## config.mk

```make
export PLATFORM = sky130hd
export DESIGN_NAME = post_fft_pingpong_scheduler
export DESIGN_NICKNAME = d
export VERILOG_FILES = /design/src/rtl/post_fft_pkg.sv /design/src/rtl/post_fft_bank_tracker.sv /design/src/rtl/post_fft_pingpong_scheduler.sv
export SDC_FILE = /design/constraint.sdc
export NUM_CORES = 1
export LEC_CHECK = 0
export BUFFER_PORTS_ARGS = -buffer_cell sky130_fd_sc_hd__buf_4
export CAP_MARGIN = 40
export CELL_PAD_IN_SITES_DETAIL_PLACEMENT = 1
export CELL_PAD_IN_SITES_GLOBAL_PLACEMENT = 2
export CORE_MARGIN = 5
export CORE_UTILIZATION = 30
export DETAILED_ROUTE_END_ITERATION = 8
export HOLD_SLACK_MARGIN = 0.06
export PLACE_DENSITY_LB_ADDON = 0.1
export SLEW_MARGIN = 15
export SYNTH_ARGS = -nofsm -noshare
export SYNTH_HDL_FRONTEND = slang
export SYNTH_SLANG_ARGS = --single-unit
export TNS_END_PERCENT = 50
```

## constraint.sdc

```tcl
create_clock -name clk -period 3 [get_ports clk]
set_input_delay 0.3 -clock clk [delete_from_list [all_inputs] [get_ports clk]]
set_output_delay 0.3 -clock clk [all_outputs]
set_load 0.01 [all_outputs]
```

## src/rtl/post_fft_pkg.sv

```systemverilog
// Shared definitions for the post-FFT ping-pong scheduler: bank-state encoding and sizing constants.
package post_fft_pkg;

  typedef enum logic [1:0] {
    BANK_FREE    = 2'd0,
    BANK_FILLING = 2'd1,
    BANK_FULL    = 2'd2
  } bank_state_e;

  localparam int BYTES_PER_SAMPLE  = 4;
  localparam int DEFAULT_FRAME_LEN = 2048;

endpackage

```

## src/rtl/post_fft_bank_tracker.sv

```systemverilog
// Ownership tracker for the two BRAM banks: per-bank FREE/FILLING/FULL state plus write and read pointers.
module post_fft_bank_tracker
  import post_fft_pkg::*;
(
  input  logic clk,
  input  logic resetn,
  input  logic accept,
  input  logic frame_end,
  input  logic rd_release,
  input  logic flush,
  output logic wr_bank,
  output logic rd_bank,
  output logic wr_full,
  output logic rd_valid
);

  bank_state_e st [2];
  logic        rel_ok;

  assign wr_full  = (st[wr_bank] == BANK_FULL);
  assign rd_valid = (st[rd_bank] == BANK_FULL);
  assign rel_ok   = rd_release && rd_valid;

  // A release only ever hits a FULL bank and an accept only a non-FULL one, so
  // the branches below never compete for the same bank in one cycle.
  always_ff @(posedge clk or negedge resetn) begin
    if (!resetn) begin
      st[0]   <= BANK_FREE;
      st[1]   <= BANK_FREE;
      wr_bank <= 1'b0;
      rd_bank <= 1'b0;
    end else begin
      for (int b = 0; b < 2; b++) begin
        if (flush && st[b] == BANK_FILLING)
          st[b] <= BANK_FREE;
        else if (accept && wr_bank == 1'(b))
          st[b] <= frame_end ? BANK_FULL : BANK_FILLING;
        else if (rel_ok && rd_bank == 1'(b))
          st[b] <= BANK_FREE;
      end
      if (frame_end) wr_bank <= ~wr_bank;
      if (rel_ok)    rd_bank <= ~rd_bank;
    end
  end

endmodule

```

## src/rtl/post_fft_pingpong_scheduler.sv

```systemverilog
// Writes FFT output frames into a two-bank BRAM region and hands full banks to a downstream reader.
// Define POST_FFT_TLAST_CHECK_EN to add the sticky frame_err output (tlast vs. sample counter).
module post_fft_pingpong_scheduler
  import post_fft_pkg::*;
#(
  parameter int FRAME_LEN  = DEFAULT_FRAME_LEN,
  parameter int DATA_W     = 32,
  parameter int ADDR_W     = 32,
  parameter int BANK1_BASE = FRAME_LEN * BYTES_PER_SAMPLE
) (
  input  logic              clk,
  input  logic              resetn,
  input  logic [DATA_W-1:0] fft_m_axis_data_tdata,
  input  logic              fft_m_axis_data_tvalid,
  input  logic              fft_m_axis_data_tlast,
  output logic              fft_m_axis_data_tready,
  output logic [ADDR_W-1:0] addra,
  output logic [DATA_W-1:0] dina,
  output logic [3:0]        wea,
  output logic              ena,
  output logic              rd_bank_valid,
  output logic              rd_bank_sel,
  output logic [ADDR_W-1:0] rd_bank_base,
  input  logic              rd_bank_release,
  input  logic              flush,
  output logic [15:0]       frame_count,
  output logic              overflow_stall
`ifdef POST_FFT_TLAST_CHECK_EN
  ,
  output logic              frame_err
`endif
);

  localparam int IDX_W = $clog2(FRAME_LEN);

  typedef struct packed {
    logic [ADDR_W-1:0] addr;
    logic [DATA_W-1:0] data;
  } wr_req_t;

  logic             alive;
  logic             wr_bank, rd_bank, wr_full;
  logic [IDX_W-1:0] wr_idx;
  logic             last_idx, accept, frame_end;
  logic [ADDR_W-1:0] wr_base;
  wr_req_t          wr_req;

  // alive holds tready/overflow low until the first clock after reset release.
  assign fft_m_axis_data_tready = alive && !wr_full && !flush;
  assign overflow_stall         = alive && fft_m_axis_data_tvalid && wr_full;
  assign accept    = fft_m_axis_data_tvalid && fft_m_axis_data_tready;
  assign last_idx  = (wr_idx == IDX_W'(FRAME_LEN - 1));
  assign frame_end = accept && last_idx;

  assign wr_base      = wr_bank ? ADDR_W'(BANK1_BASE) : '0;
  assign rd_bank_sel  = rd_bank;
  assign rd_bank_base = rd_bank ? ADDR_W'(BANK1_BASE) : '0;
  assign wr_req = '{addr: wr_base + ADDR_W'(wr_idx) * ADDR_W'(BYTES_PER_SAMPLE),
                    data: fft_m_axis_data_tdata};

  post_fft_bank_tracker u_tracker (
    .clk       (clk),
    .resetn    (resetn),
    .accept    (accept),
    .frame_end (frame_end),
    .rd_release(rd_bank_release),
    .flush     (flush),
    .wr_bank   (wr_bank),
    .rd_bank   (rd_bank),
    .wr_full   (wr_full),
    .rd_valid  (rd_bank_valid)
  );

  always_ff @(posedge clk or negedge resetn) begin
    if (!resetn) begin
      alive       <= 1'b0;
      ena         <= 1'b0;
      wea         <= 4'b0000;
      addra       <= '0;
      dina        <= '0;
      wr_idx      <= '0;
      frame_count <= '0;
    end else begin
      alive <= 1'b1;
      ena   <= 1'b1;
      wea   <= accept ? 4'b1111 : 4'b0000;
      if (accept) begin
        addra <= wr_req.addr;
        dina  <= wr_req.data;
      end
      // wr_idx is exactly log2(FRAME_LEN) wide, so the increment wraps at frame end.
      if (flush)       wr_idx <= '0;
      else if (accept) wr_idx <= wr_idx + 1'b1;
      if (frame_end) frame_count <= frame_count + 16'd1;
    end
  end

`ifdef POST_FFT_TLAST_CHECK_EN
  always_ff @(posedge clk or negedge resetn) begin
    if (!resetn)
      frame_err <= 1'b0;
    else if (flush)
      frame_err <= 1'b0;
    else if (accept && (fft_m_axis_data_tlast != last_idx))
      frame_err <= 1'b1;
  end
`else
  logic unused_tlast;
  assign unused_tlast = fft_m_axis_data_tlast;
`endif

endmodule

```

-- After elaboration in Yosys (flattened, before gate mapping)
Cells that the tools add are included.
- flip-flop bits (word level): 102
- input port bits: 38
- output and inout port bits: 121
- bitwise gates (word level): 4
- equal/unequal tests: 5
- magnitude comparators: 2
- add/subtract/negate cells: 3
- reductions and logical operators: 18
- mux-type cells: 18
- operator list (kind ; count):
    $mux 14 ; 2
    $mux 2 ; 13
    $mux 11 ; 2
    $add 16x1->16 const B ; 1
    $add 14x13->15 ; 1
    $logic_and 1x1->1 ; 13
    $add 11x1->11 const B ; 1
    $eq 11x11->1 const B ; 1
    $reduce_bool 3->1 ; 2
    $eq 2x1->1 const B ; 2
    $eq 2x2->1 const B ; 2
    $ge 2x2->1 const B ; 2
    $mux 4 ; 1
    $not 1->2 ; 2
    $logic_not 1->1 ; 2
    $not 1->1 ; 2
    $reduce_bool 2->1 ; 1

-- Depth between registers and ports, before layout
Gate-level depths: netlist (run 1).
- depth after elaboration: 13
- depth in mapped cells: 9

-- Modules after synthesis
Synthesis (run 1) repeated with hierarchy kept, for this count alone.
- cell total of the unflattened synthesis: 403
- area, all modules: 3781.1 um^2
- modules (own cells, without submodules) (module ; area each (um^2) ; cells each ; seq. area each (um^2) ; instances):
    post_fft_pingpong_scheduler ; 3480.8 ; 372 ; 1826.8 ; 1
    post_fft_bank_tracker ; 300.3 ; 31 ; 150.1 ; 1

-- Worst setup path after synthesis (run 1)
OpenSTA, ideal clock, no wires.
- kind: reg2reg
- start point: reg u_tracker.wr_bank
- end point: reg wr_idx[9]
- path buffers: 2
- required time: 2.875 ns
- clock period less this slack: 1.957 ns
- cell stages (with the launch flop): 7
- setup slack: 1.043 ns
- data arrival time: 1.832 ns
- path through: dfrtp_1 > buf_6 > and3b_4 > or3_1 > buf_6 > nor4_1 > mux2_2
- longest elaborated chain between the ends: 10
- ends and longest elaborated chain (what ; line ; source):
    start, declared ; post_fft_bank_tracker.sv:11 ; output logic wr_bank,
    start signal, assigned ; post_fft_bank_tracker.sv:41 ; if (frame_end) wr_bank <= ~wr_bank;
    $not 1->2 (implied by the code) ; post_fft_bank_tracker.sv:20 ; assign wr_full = (st[wr_bank] == BANK_FULL);
    $mux 2 (implied by the code) (3 in series) ; post_fft_bank_tracker.sv:20 ;
    $eq 2x2->1 ; post_fft_bank_tracker.sv:20 ;
    $logic_not 1->1 ; post_fft_pingpong_scheduler.sv:49 ; assign fft_m_axis_data_tready = alive && !wr_full && !flush;
    $logic_and 1x1->1 (2 in series) ; post_fft_pingpong_scheduler.sv:49 ;
    $logic_and 1x1->1 ; post_fft_pingpong_scheduler.sv:51 ; assign accept = fft_m_axis_data_tvalid && fft_m_axis_data_tready;
    $reduce_bool 2->1 (no source line) ; - ;
    end signal, assigned ; post_fft_pingpong_scheduler.sv:93 ; else if (accept) wr_idx <= wr_idx + 1'b1;
    end, declared ; post_fft_pingpong_scheduler.sv:43 ; logic [IDX_W-1:0] wr_idx;
Every way passes these cells. The select of a mux whose other input is x is not followed.
A chain may end at the register's enable or synchronous reset.

-- Worst setup path after layout (run 1)
- start point: reg u_tracker.wr_bank
- end point: reg u_tracker.st[2] in the netlist's numbering
- longest elaborated chain between the ends: 13
- elaborated cells between the ends (all ways): 16
- classes of those cells: eq/ne (1); mux (6); bitwise (2); reduce/logical (7)
- ends and longest elaborated chain (what ; line ; source):
    $not 1->2 (implied by the code) ; post_fft_bank_tracker.sv:20 ;
    $mux 2 (implied by the code) (3 in series) ; post_fft_bank_tracker.sv:20 ;
    $eq 2x2->1 ; post_fft_bank_tracker.sv:20 ;
    $logic_not 1->1 ; post_fft_pingpong_scheduler.sv:49 ;
    $logic_and 1x1->1 (2 in series) ; post_fft_pingpong_scheduler.sv:49 ;
    $logic_and 1x1->1 ; post_fft_pingpong_scheduler.sv:51 ;
    $logic_and 1x1->1 ; post_fft_pingpong_scheduler.sv:53 ; assign frame_end = accept && last_idx;
    $mux 2 ; post_fft_bank_tracker.sv:37 ; st[b] <= frame_end ? BANK_FULL : BANK_FILLING;
    $mux 2 ; post_fft_bank_tracker.sv:36 ; else if (accept && wr_bank == 1'(b))
    $mux 2 ; post_fft_bank_tracker.sv:34 ; if (flush && st[b] == BANK_FILLING)
    end signal, assigned by index ; post_fft_bank_tracker.sv:37 ;
    end, declared ; post_fft_bank_tracker.sv:17 ; bank_state_e st [2];
Several ways; a longest one is shown, not always the timed one. The select of a mux whose other input is x is not followed.

==> summary.txt, run 1 <==
Placement
  – Setup WS pre-CTS: between 0.5 and 0.6 ns
  – Routability cong.: 0.770
  – Port Buf Inserts: ~110
  – Dpl hpwl: between 7000 and 8000 um

CTS
  – CTS tree: done
  – Post-CTS setup buffer count: 0
  – Clk pin slew, worst setup/hold paths: roughly 0.060 ns
  – Clk Latency, worst-skew pair: approximately 0.34 ns
  – H-tree lvl count: 3
  – Post-cts sizing count: 0
  – Clock tree sinks: 79
  – Clk buf depth: 2
  – Cts hold-fix bufs: 1
  – Root Buffer: clkbuf_16
  – Total CTS buffers: 9

Timing
  – Final WS setup: around 0.59 ns
  – Clock period minus worst slack: 2.41 ns
  – Final Slew Violations: 0
  – Setup TNS: 0 ns
  – Final hold violation count: 0
  – Worst slew pin tran: 0.601 ns
  – Hold_ws: around 0.15 ns
  – # setup viols final: 0
  – Fmax: approximately 410 MHz
  – Fin crit share: ~80%
  – RSZ-0062 raised after global routing: false
  – Rel. slew slack: about three fifths
  – Worst Skew: just under 0.004 ns

Power and ir drop
  – Maximum vdd drop: 0.238 mV
  – Clock Power Share: a little over two fifths
  – Power Density: between 500 and 600 mW/mm2
  – Standby leakage power: 2.65 nW
  – NetSw: around 660 uW
  – Switching part of the total: about 25%
  – Internal power: 2.01 mW
  – Sequential cell fraction of total power: between 40% and 50%
  – Combinational Power Share: about an eighth

Yosys
  – Distinct cells, synth: between 40 and 50
  – Ys flop type: dfrtp_1
  – Register area share after synthesis: about half
  – Ys Warns: 0
  – Syn avg cell area: ~9.4 um2
  – Synthesis-stage register bit count: slightly below 80
  – Post-synth EDFFs: 0
  – Syn Inst Count: between 400 and 500
  – Async set-reset flop share out of synthesis: 100%
  – Mapped Area: around 0.0039 mm2

Cells and area
  – Highest-count cells in the layout ignoring fill and taps: nand2_1, buf_4, dfrtp_1
  – Layout cells sized above 1: between 20% and 30%
  – Nets: 559
  – Core Util, Final: 39.1%
  – Number of diodes: 0
  – Area added between synthesis and finish: 27.2%
  – Commonest non-fill, non-tap cell in the layout: nand2_1

Worst setup path
  – R2R Path End: u_tracker.st[2]
  – Crit path kind: reg -> reg
  – Worst Path Required: between 3 and 4 ns
  – Crit. Startpoint: u_tracker.wr_bank
  – Critical Path End Type: flop
  – Startpoint type of the worst setup path: flop
  – Critical path data arrival time: roughly 2.6 ns
  – R2R setup slack: 0.59 ns
  – Critical path peak fanout: 14
  – Reg2reg path depth: 5
  – Reg2reg start: u_tracker.wr_bank

Global route
  – Initial antenna violation count: 0
  – Met2 Track Usage GR: between 20% and 30%
  – GR Util met3: 4.31%
  – First-pass GRT wire length: 16500 um
  – Busiest layer in global routing: met2
  – Total global-route track usage: 13.8%
  – Grt total ovfl: 0
  – Vias in the first global route: roughly 3200
  – Largest net degree at the start of global routing: 54
  – Met1 Track Usage GR: 16.7%

Routing
  – First-pass DRT Iterations: 4
  – WL/cell: around 15 um
  – DRT Wirelength: 10200 um
  – Initial drt markers: 155
  – Post-route ant nets: 0
  – Vias per Instance: approximately 4.4
  – Drc violations: 0
  – Vias after detailed routing: between 3000 and 4000

Hold path
  – Hold wc startpoint: fft_m_axis_data_tdata[12]
  – Hold Path Depth: 3
  – Min-Delay Path Class: in -> reg
  – Hold Path End: dina[12]

Outcome
  – Status: finished, final reports clean

Floorplan
  – Die W: 124 um
  – Core area: around 0.013 mm2
  – Chip Height: 124 um
  – Full die area: ~0.015 mm2
  – Core Rows: 41
  – Initial Util: 30.7%
  – I/O Pins: approximately 160

Job
  – Max-Cap Viols: 0
[power groups by stage]
| stage | registers (mW) | clock network, mW | logic [mW] |
|---|---|---|---|
| finish | 1.18 | 1.14 | 0.356 |
| detailed placement | 1.20 | 0 | 0.365 |
| floorplan | 1.23 | 0 | 0.168 |
| global route | 1.19 | 1.21 | 0.402 |
| global placement | 1.20 | 0 | 0.356 |
| CTS | 1.19 | 1.18 | 0.366 |
[synthesized netlist by cell type (all sizes together) (2+ instances only)]
cell type,number,share of area (%)
o31ai,4,0.77
and3,3,0.48
buf,68,13
nand3,10,1.3
inv,4,0.38
nor3b,2,0.38
o21ai,5,0.64
nor4,12,3.3
nand4,7,1.3
a21oi,7,0.90
conb,2,0.19
xnor2,6,1.3
nor2,11,1.1
xor2,14,3.1
or4,4,0.77
a31oi,2,0.32
nor2b,2,0.32
and4,3,0.67
mux2,2,0.58
clkbuf,5,0.48
or3,4,0.64
dfrtp,79,51
ha,2,0.64
nand2,145,14
nor3,4,0.51
[worst max-delay path by stage]
stage / depth (start not counted) / slack, ns / endpoint
4_1_cts: 5 / 0.54 / u_tracker.st[2]
3_3_place_gp: 5 / 0.56 / u_tracker.st[2]
2_1_floorplan: 6 / 1.04 / wr_idx[9]
3_5_place_dp: 5 / 0.54 / u_tracker.st[2]
6_report: 5 / 0.59 / u_tracker.st[2]
5_1_grt: 5 / 0.41 / wr_idx[5]
[metal layers]
metal | vias up | wire length (um) | share of wire (%)
met2 | 112 | 4690 | 46
met4 | 0 | 199 | 1.9
met1 | 1475 | 4490 | 44
met5 | - | 0 | 0
li1 | 1466 | - | -
met3 | 13 | 842 | 8.2
[through the flow]
step	cell area [um2]	power, mW	cells
after floorplan	4100	1.40	468
after CTS	4970	2.73	696
after global routing	4970	2.81	696
after global placement	4620	1.56	678
after detailed placement	4650	1.57	679
final	4970	2.68	696
[worst max-delay path, cell delays in order (launching register included)]
cell	delay (ns)
dfrtp_1	0.51
and3b_4	0.27
or3_2	0.67
inv_2	0.30
nand3_1	0.24
o221a_2	0.30
[cells by family after synthesis]
family,Yosys count,synth area share [%]
fa+ha+maj,2,0.640
xor+xnor,20,4.48
simple gates,212,25.8
other cells,2,0.192
mux,3,0.832
flops,79,50.6
compound gates,23,3.75
buf+inv,77,13.7
[cell type report]
type / count / area, um2
tap: 172 / 215
inverter: 4 / 15.0
clock inverter: 3 / 40.0
fill: 1552 / 7750
clock buffer: 13 / 270
multi-input combinational: 312 / 1580
timing repair buffer: 113 / 871
sequential: 79 / 1980
[sequential cells by signal, indices dropped and copies added (netlist names)]
register	cells
addra	12
alive	1
dina	32
frame_count	16
u_tracker.rd_bank	1
u_tracker.st	4
u_tracker.wr_bank	1
wea	1
wr_idx	11
Power figures use the tool's default switching activity.
==> run 2, diff against run 1 <==
--- a/config.mk
+++ b/config.mk
@@ -5,12 +5,13 @@
 export SDC_FILE = /design/constraint.sdc
 export NUM_CORES = 1
 export LEC_CHECK = 0
+export ABC_AREA = 1
 export BUFFER_PORTS_ARGS = -buffer_cell sky130_fd_sc_hd__buf_4
 export CAP_MARGIN = 40
 export CELL_PAD_IN_SITES_DETAIL_PLACEMENT = 1
 export CELL_PAD_IN_SITES_GLOBAL_PLACEMENT = 2
 export CORE_MARGIN = 5
-export CORE_UTILIZATION = 30
+export CORE_UTILIZATION = 27
 export DETAILED_ROUTE_END_ITERATION = 8
 export HOLD_SLACK_MARGIN = 0.06
 export PLACE_DENSITY_LB_ADDON = 0.1
==> constraint.sdc (replaced) <==
create_clock -name clk -period 2.4 [get_ports clk]
set_input_delay 0.24 -clock clk [delete_from_list [all_inputs] [get_ports clk]]
set_output_delay 0.24 -clock clk [all_outputs]
set_load 0.01 [all_outputs]
==> summary.txt, run 2 <==
Outcome
  – Status: finished, final reports clean

Worst setup path
  – CP delay by family, top: simple AND/OR/NAND/NOR gates
  – Crit path kind: reg -> reg
  – CP bufs+invs: 2
  – Slowest cell on crit path: dfrtp_1
  – Critical path data arrival time: between 2 and 2.5 ns
  – Worst Path Required: roughly 2.6 ns
  – Startpoint type of the worst setup path: flop
  – Crit path top cell by count: nand2_1
  – Crit-path max cell delay: 0.43 ns
  – Crit-path cells: inv_2 -> nand2_1 -> nand2_1 -> nand3_2 -> nand2_1 -> inv_1 -> nand2_1 -> nand2_1
  – Critical Path End Type: flop
  – Critical path peak fanout: 17

Yosys
  – Main area contributors after synthesis: dfrtp_1, nand2_1, buf_4
  – Synth cell count leaders: nand2_1, dfrtp_1, buf_4
  – Ys flop type: dfrtp_1
  – Synthesis-stage register bit count: 79
  – Register area share after synthesis: 47.2%
  – Syn avg cell area: roughly 8.0 um2
  – Most frequent cell after synthesis: nand2_1
  – Share of the synthesized area in the top cell type: 47.2%
  – Syn Inst Count: roughly 530
  – Mapped Area: between 0.004 and 0.005 mm2
  – Ys Warns: 0
  – Post-synth EDFFs: 0
  – Async set-reset flop share out of synthesis: 100%
  – Distinct cells, synth: 27
  – Cell type with the largest total area after synthesis: dfrtp_1

Global route
  – Initial antenna violation count: 0
  – First-pass GRT wire length: between 15000 and 20000 um
  – Vias in the first global route: about 3600
  – Largest net degree at the start of global routing: 58
  – Grt total ovfl: 0
  – Total global-route track usage: a little over an eighth

Cells and area
  – Area added between synthesis and finish: 25.7%
  – Layout cells sized above 1: roughly 22%
  – # fillers: between 1500 and 2000
  – Biggest regs: dina x32, frame_count x16, addra x12
  – Area of the multi-input gates: 0.00173 mm2
  – Highest-count cells in the layout ignoring fill and taps: nand2_1, buf_4, dfrtp_1
  – Reg area: roughly 0.0020 mm2
  – Nets: approximately 670
  – Max reg flops: 32
  – Number of diodes: 0
  – Largest Register: dina
  – Commonest non-fill, non-tap cell in the layout: nand2_1

Timing
  – Setup TNS: 0 ns
  – Clock period minus worst slack: ~1.9 ns
  – Final Slew Violations: 0
  – Fin crit share: between 70% and 80%
  – RSZ-0062 raised after global routing: false
  – # setup viols final: 0
  – Worst Skew: around 0.0077 ns
  – Final hold violation count: 0
  – Final WS setup: 0.537 ns
  – Fmax: ~540 MHz

Power and ir drop
  – NetSw: 898 uW
  – Maximum vdd drop: around 0.30 mV
  – Standby leakage power: 2.89 nW
  – Internal power: roughly 2.5 mW
  – Power Density: 647 mW/mm2
  – Clock Power Share: between 40% and 50%
  – Sequential cell fraction of total power: 43.6%
  – Switching part of the total: between 20% and 30%
  – Combinational Power Share: 14.0%

Hold path
  – Min-Delay Path Class: in -> reg

Placement
  – Port Buf Inserts: 106
  – Routability cong.: just under 0.8
  – Dpl hpwl: around 8600 um
  – Setup WS pre-CTS: about 0.47 ns

Floorplan
  – Core Rows: 45
  – Chip Height: 134 um
  – Core area: about 0.015 mm2
  – Full die area: approximately 0.018 mm2
  – Initial Util: about 28%
  – Die W: ~130 um
  – I/O Pins: ~160

CTS
  – Total CTS buffers: 9
  – Root Buffer: clkbuf_16
  – Clk Latency, worst-skew pair: between 0.3 and 0.4 ns
  – Post-CTS setup buffer count: 0
  – Clk pin slew, worst setup/hold paths: ~0.06 ns
  – H-tree lvl count: 3
  – Clk buf depth: 2
  – CTS tree: done
  – Clock tree sinks: 79

Routing
  – Vias after detailed routing: between 3000 and 4000
  – Post-route ant nets: 0
  – Initial drt markers: 188
  – Drc violations: 0
  – DRT Wirelength: 11800 um
  – First-pass DRT Iterations: 4
  – Vias per Instance: 4.29
  – WL/cell: around 14 um

Job
  – Max-Cap Viols: 0
==> run 2: changes by cell type in the layout (fill, tap and decap cells not counted), moves of 9 or more <==
cell | previous run | this run
o21ai_1 | 0 | 9
nand3_1 | 10 | 26
nand2_1 | 145 | 230
nor2_1 | 10 | 25
xor2_1 | 14 | 4
inv_1 | 3 | 31
o21ai_0 | 5 | 15
==> run 2: through the flow <==
step                power [mW]  cells  hold WS [ns]  utilization (%)  area, um2
floorplan                 1.77    575       -0.0556                -       4370
global route              3.58    824        0.0823             34.6       5260
global placement          1.98    806         0.376             32.3       4910
detailed placement        1.99    806         0.380             32.3       4910
CTS                       3.46    823        0.0782             34.4       5230
finish                    3.40    824        0.0881             34.6       5260
==> run 2: cell families (layout without fill, tap and decap cells) <==
family | Yosys count | after routing | share of synthesized area [%]
AOI/OAI and AO/OA | 27 | 27 | 3.29
xor gates and xnor gates | 7 | 7 | 1.47
adders and majority gates | 2 | 2 | 0.598
buffers and inverters | 102 | 163 | 16.0
DFF | 79 | 79 | 47.2
other | 2 | 52 | 0.179
and+or+nand+nor | 306 | 306 | 31.2
==> run 2: per-layer routing <==
| metal | up-vias | share of wire [%] | GRT usage (%) |
|---|---|---|---|
| li1 | 1745 | - | - |
| met1 | 1677 | 48 | 18.4 |
| met2 | 105 | 45 | 20.1 |
| met3 | 12 | 5.8 | 3.73 |
| met4 | 0 | 1.1 | 3.90 |
| met5 | - | 0 | 0 |
==> run 2: power groups by stage <==
stage	Combinational, mW	Sequential (mW)	Clock (mW)
finish	0.475	1.48	1.44
floorplan	0.224	1.55	0
CTS	0.480	1.48	1.49
global placement	0.470	1.51	0
global route	0.531	1.50	1.56
detailed placement	0.477	1.51	0
==> run 2: layout make-up <==
| type | instances | share of cell area [%] |
|---|---|---|
| Clock buffer | 11 | 4.81 |
| Sequential cell | 79 | 37.6 |
| Clock inverter | 5 | 1.07 |
| Timing Repair Buffer | 113 | 16.8 |
| Tap cell | 188 | 4.47 |
| Multi-Input combinational cell | 394 | 32.8 |
| Inverter | 34 | 2.43 |
==> run 2: worst register-to-register path: stages, from the launching register on <==
cell and delay, ns:
dfrtp_1 0.43, inv_2 0.13, nand2_1 0.06, nand2_1 0.09, nand3_2 0.36, nand2_1 0.41
inv_1 0.13, nand2_1 0.08, nand2_1 0.05
==> run 2: timing repair <==
| item | CTS | global route |
|---|---|---|
| gates resized for setup | 0 | 0 |
| endpoints found under the hold margin | 55 | 0 |
| hold buffers | 1 | 0 |
==> run 2: final timing paths <==
path	slack (ns)	end	startpoint	cells after the start
max	0.54	wr_idx[6]	u_tracker.wr_bank	8
min	0.09	dina[22]	fft_m_axis_data_tdata[22]	3
max reg2reg	0.54	wr_idx[6]	u_tracker.wr_bank	8
min reg2reg	0.48	addra[4]	addra[4]	2
max in group asynchronous	1.44	frame_count[13]	resetn	4
min in group asynchronous	0.42	frame_count[11]	resetn	3
==> run 3, diff against run 2 <==
==> constraint.sdc (replaced) <==
create_clock -name clk -period 1.85 [get_ports clk]
set_input_delay 0.185 -clock clk [delete_from_list [all_inputs] [get_ports clk]]
set_output_delay 0.185 -clock clk [all_outputs]
set_load 0.01 [all_outputs]
==> summary.txt, run 3 (synthesis gave the netlist of run 2 again) <==
Timing
  – Final Slew Violations: 0
  – Setup TNS: 0 ns
  – Fin crit share: between 90% and 100%
  – RSZ-0062 raised after global routing: false
  – Clock period minus worst slack: roughly 1.7 ns
  – Final WS setup: 0.175 ns
  – Final hold violation count: 0
  – # setup viols final: 0
  – Fmax: between 500 and 600 MHz
  – Worst Skew: about 0.0045 ns

CTS
  – Clk buf depth: 2
  – H-tree lvl count: 3
  – Post-CTS setup buffer count: 0
  – Post-cts sizing count: 0
  – Clk Latency, worst-skew pair: around 0.33 ns
  – Root Buffer: clkbuf_16
  – CTS tree: done
  – Clock tree sinks: between 70 and 80
  – Total CTS buffers: 9
  – Clk pin slew, worst setup/hold paths: ~0.060 ns

Floorplan
  – Chip Height: about 130 um
  – Core Rows: 45
  – Die W: 134 um
  – I/O Pins: roughly 160
  – Full die area: ~0.018 mm2
  – Core area: 0.0152 mm2
  – Initial Util: approximately 28%

Cells and area
  – Highest-count cells in the layout ignoring fill and taps: nand2_1, buf_4, dfrtp_1
  – Biggest regs: dina x32, frame_count x16, addra x12
  – Max reg flops: 32
  – Commonest non-fill, non-tap cell in the layout: nand2_1
  – Largest Register: dina
  – Layout cells sized above 1: a little over a fifth
  – Area added between synthesis and finish: 33.9%
  – Nets: 702
  – Number of diodes: 0

Global route
  – First-pass GRT wire length: just under 20000 um
  – Grt total ovfl: 0
  – Largest net degree at the start of global routing: 48
  – Vias in the first global route: 3841
  – Initial antenna violation count: 0
  – Total global-route track usage: between 10 and 15%

Worst setup path
  – Crit-path cells: ha_1 -> nand2_2 -> nor2_8 -> nand4_4 -> nor2_8 -> nand2_1 -> nand2_1
  – Slowest cell on crit path: dfrtp_1
  – Critical path peak fanout: 18
  – Worst Path Required: about 2.1 ns
  – Crit path kind: reg -> reg
  – Critical path data arrival time: 1.95 ns
  – R2R setup slack: 0.18 ns
  – Critical Path End Type: flop
  – Crit-path max cell delay: approximately 0.42 ns
  – Startpoint type of the worst setup path: flop

Power and ir drop
  – Switching part of the total: 25.2%
  – Maximum vdd drop: 0.379 mV
  – Power Density: 811 mW/mm2
  – NetSw: approximately 1.1 mW
  – Standby leakage power: between 3 and 4 nW
  – Clock Power Share: about 43%
  – Internal power: roughly 3.4 mW
  – Sequential cell fraction of total power: between 40% and 50%
  – Combinational Power Share: roughly 15%

Job
  – Max-Cap Viols: 0

Routing
  – Initial drt markers: 120
  – Post-route ant nets: 0
  – DRT Wirelength: 12000 um
  – WL/cell: between 10 and 15 um
  – Vias per Instance: roughly 4.2
  – Drc violations: 0
  – First-pass DRT Iterations: 4
  – Vias after detailed routing: between 3000 and 4000

Placement
  – Routability cong.: around 0.8
  – Port Buf Inserts: approximately 110
  – Dpl hpwl: between 8000 and 9000 um
  – Setup WS pre-CTS: between 0.1 and 0.15 ns

Outcome
  – Status: finished, final reports clean

Hold path
  – Min-Delay Path Class: in -> reg
## run 3: changes by cell type in the layout (fill, tap and decap cells not counted)
cell / delta
buf_12: +3
dlygate4sd3_1: +32
buf_4: -3
buf_16: -1
clkbuf_1: +1
bufinv_16: +1
clkbuf_8: -1
clkinv_2: -1
## run 3: layer usage
layer  track usage, %  wire (um)
met1             18.1       5640
met2             22.0       5650
met3             2.50        537
met4             4.41        158
met5                0          0
## run 3: layout make-up
| cell class | count | area (um2) |
|---|---|---|
| fillers | 1825 | 9600 |
| clock buffers | 11 | 243 |
| clock inverters | 5 | 81.3 |
| inverters | 34 | 128 |
| repair buffers | 144 | 1210 |
| well taps | 188 | 235 |
| multi-input cells | 394 | 1730 |
| flip-flops and latches | 79 | 1980 |
## run 3: worst max-delay path, delay by kind of cell (launching register included)
| family | cells | cell delay, ns |
|---|---|---|
| adder cells (fa/ha/maj) | 1 | 0.28 |
| flip-flops | 1 | 0.42 |
| AND/OR/NAND/NOR | 6 | 0.90 |
## run 3: what timing repair did
action,CTS,global route
endpoints found under the setup margin,0,3
hold buffers,33,0
endpoints found under the hold margin,48,0
## run 3: power groups by stage
stage | registers, mW | logic [mW] | clock network [mW]
floorplan | 2.01 | 0.291 | 0
global placement | 1.96 | 0.621 | 0
detailed placement | 1.96 | 0.627 | 0
CTS | 1.93 | 0.688 | 2.02
global route | 1.94 | 0.748 | 2.09
finish | 1.93 | 0.674 | 1.94
## run 3: path summary, 6_finish.rpt
check                                start           endpoint  depth (start not counted)
max in group asynchronous           resetn            dina[6]                          3
min reg2reg                        dina[0]            dina[0]                          2
min                        rd_bank_release  u_tracker.rd_bank                          3
max reg2reg                      wr_idx[0]  u_tracker.wr_bank                          7
max                              wr_idx[0]  u_tracker.wr_bank                          7
min in group asynchronous           resetn    u_tracker.st[2]                          2
## run 3: metrics by stage
step                      power, mW  cells  util (%)  instance area, um2  hold slack [ns]
after floorplan                2.30    575         -                4370           -0.111
after global placement         2.58    806      32.6                4950           0.0966
after detailed placement       2.59    806      32.6                4950           0.0983
after CTS                      4.63    855      36.9                5600            0.165
after global routing           4.78    855      36.9                5600            0.200
final                          4.54    855      36.9                5600            0.182
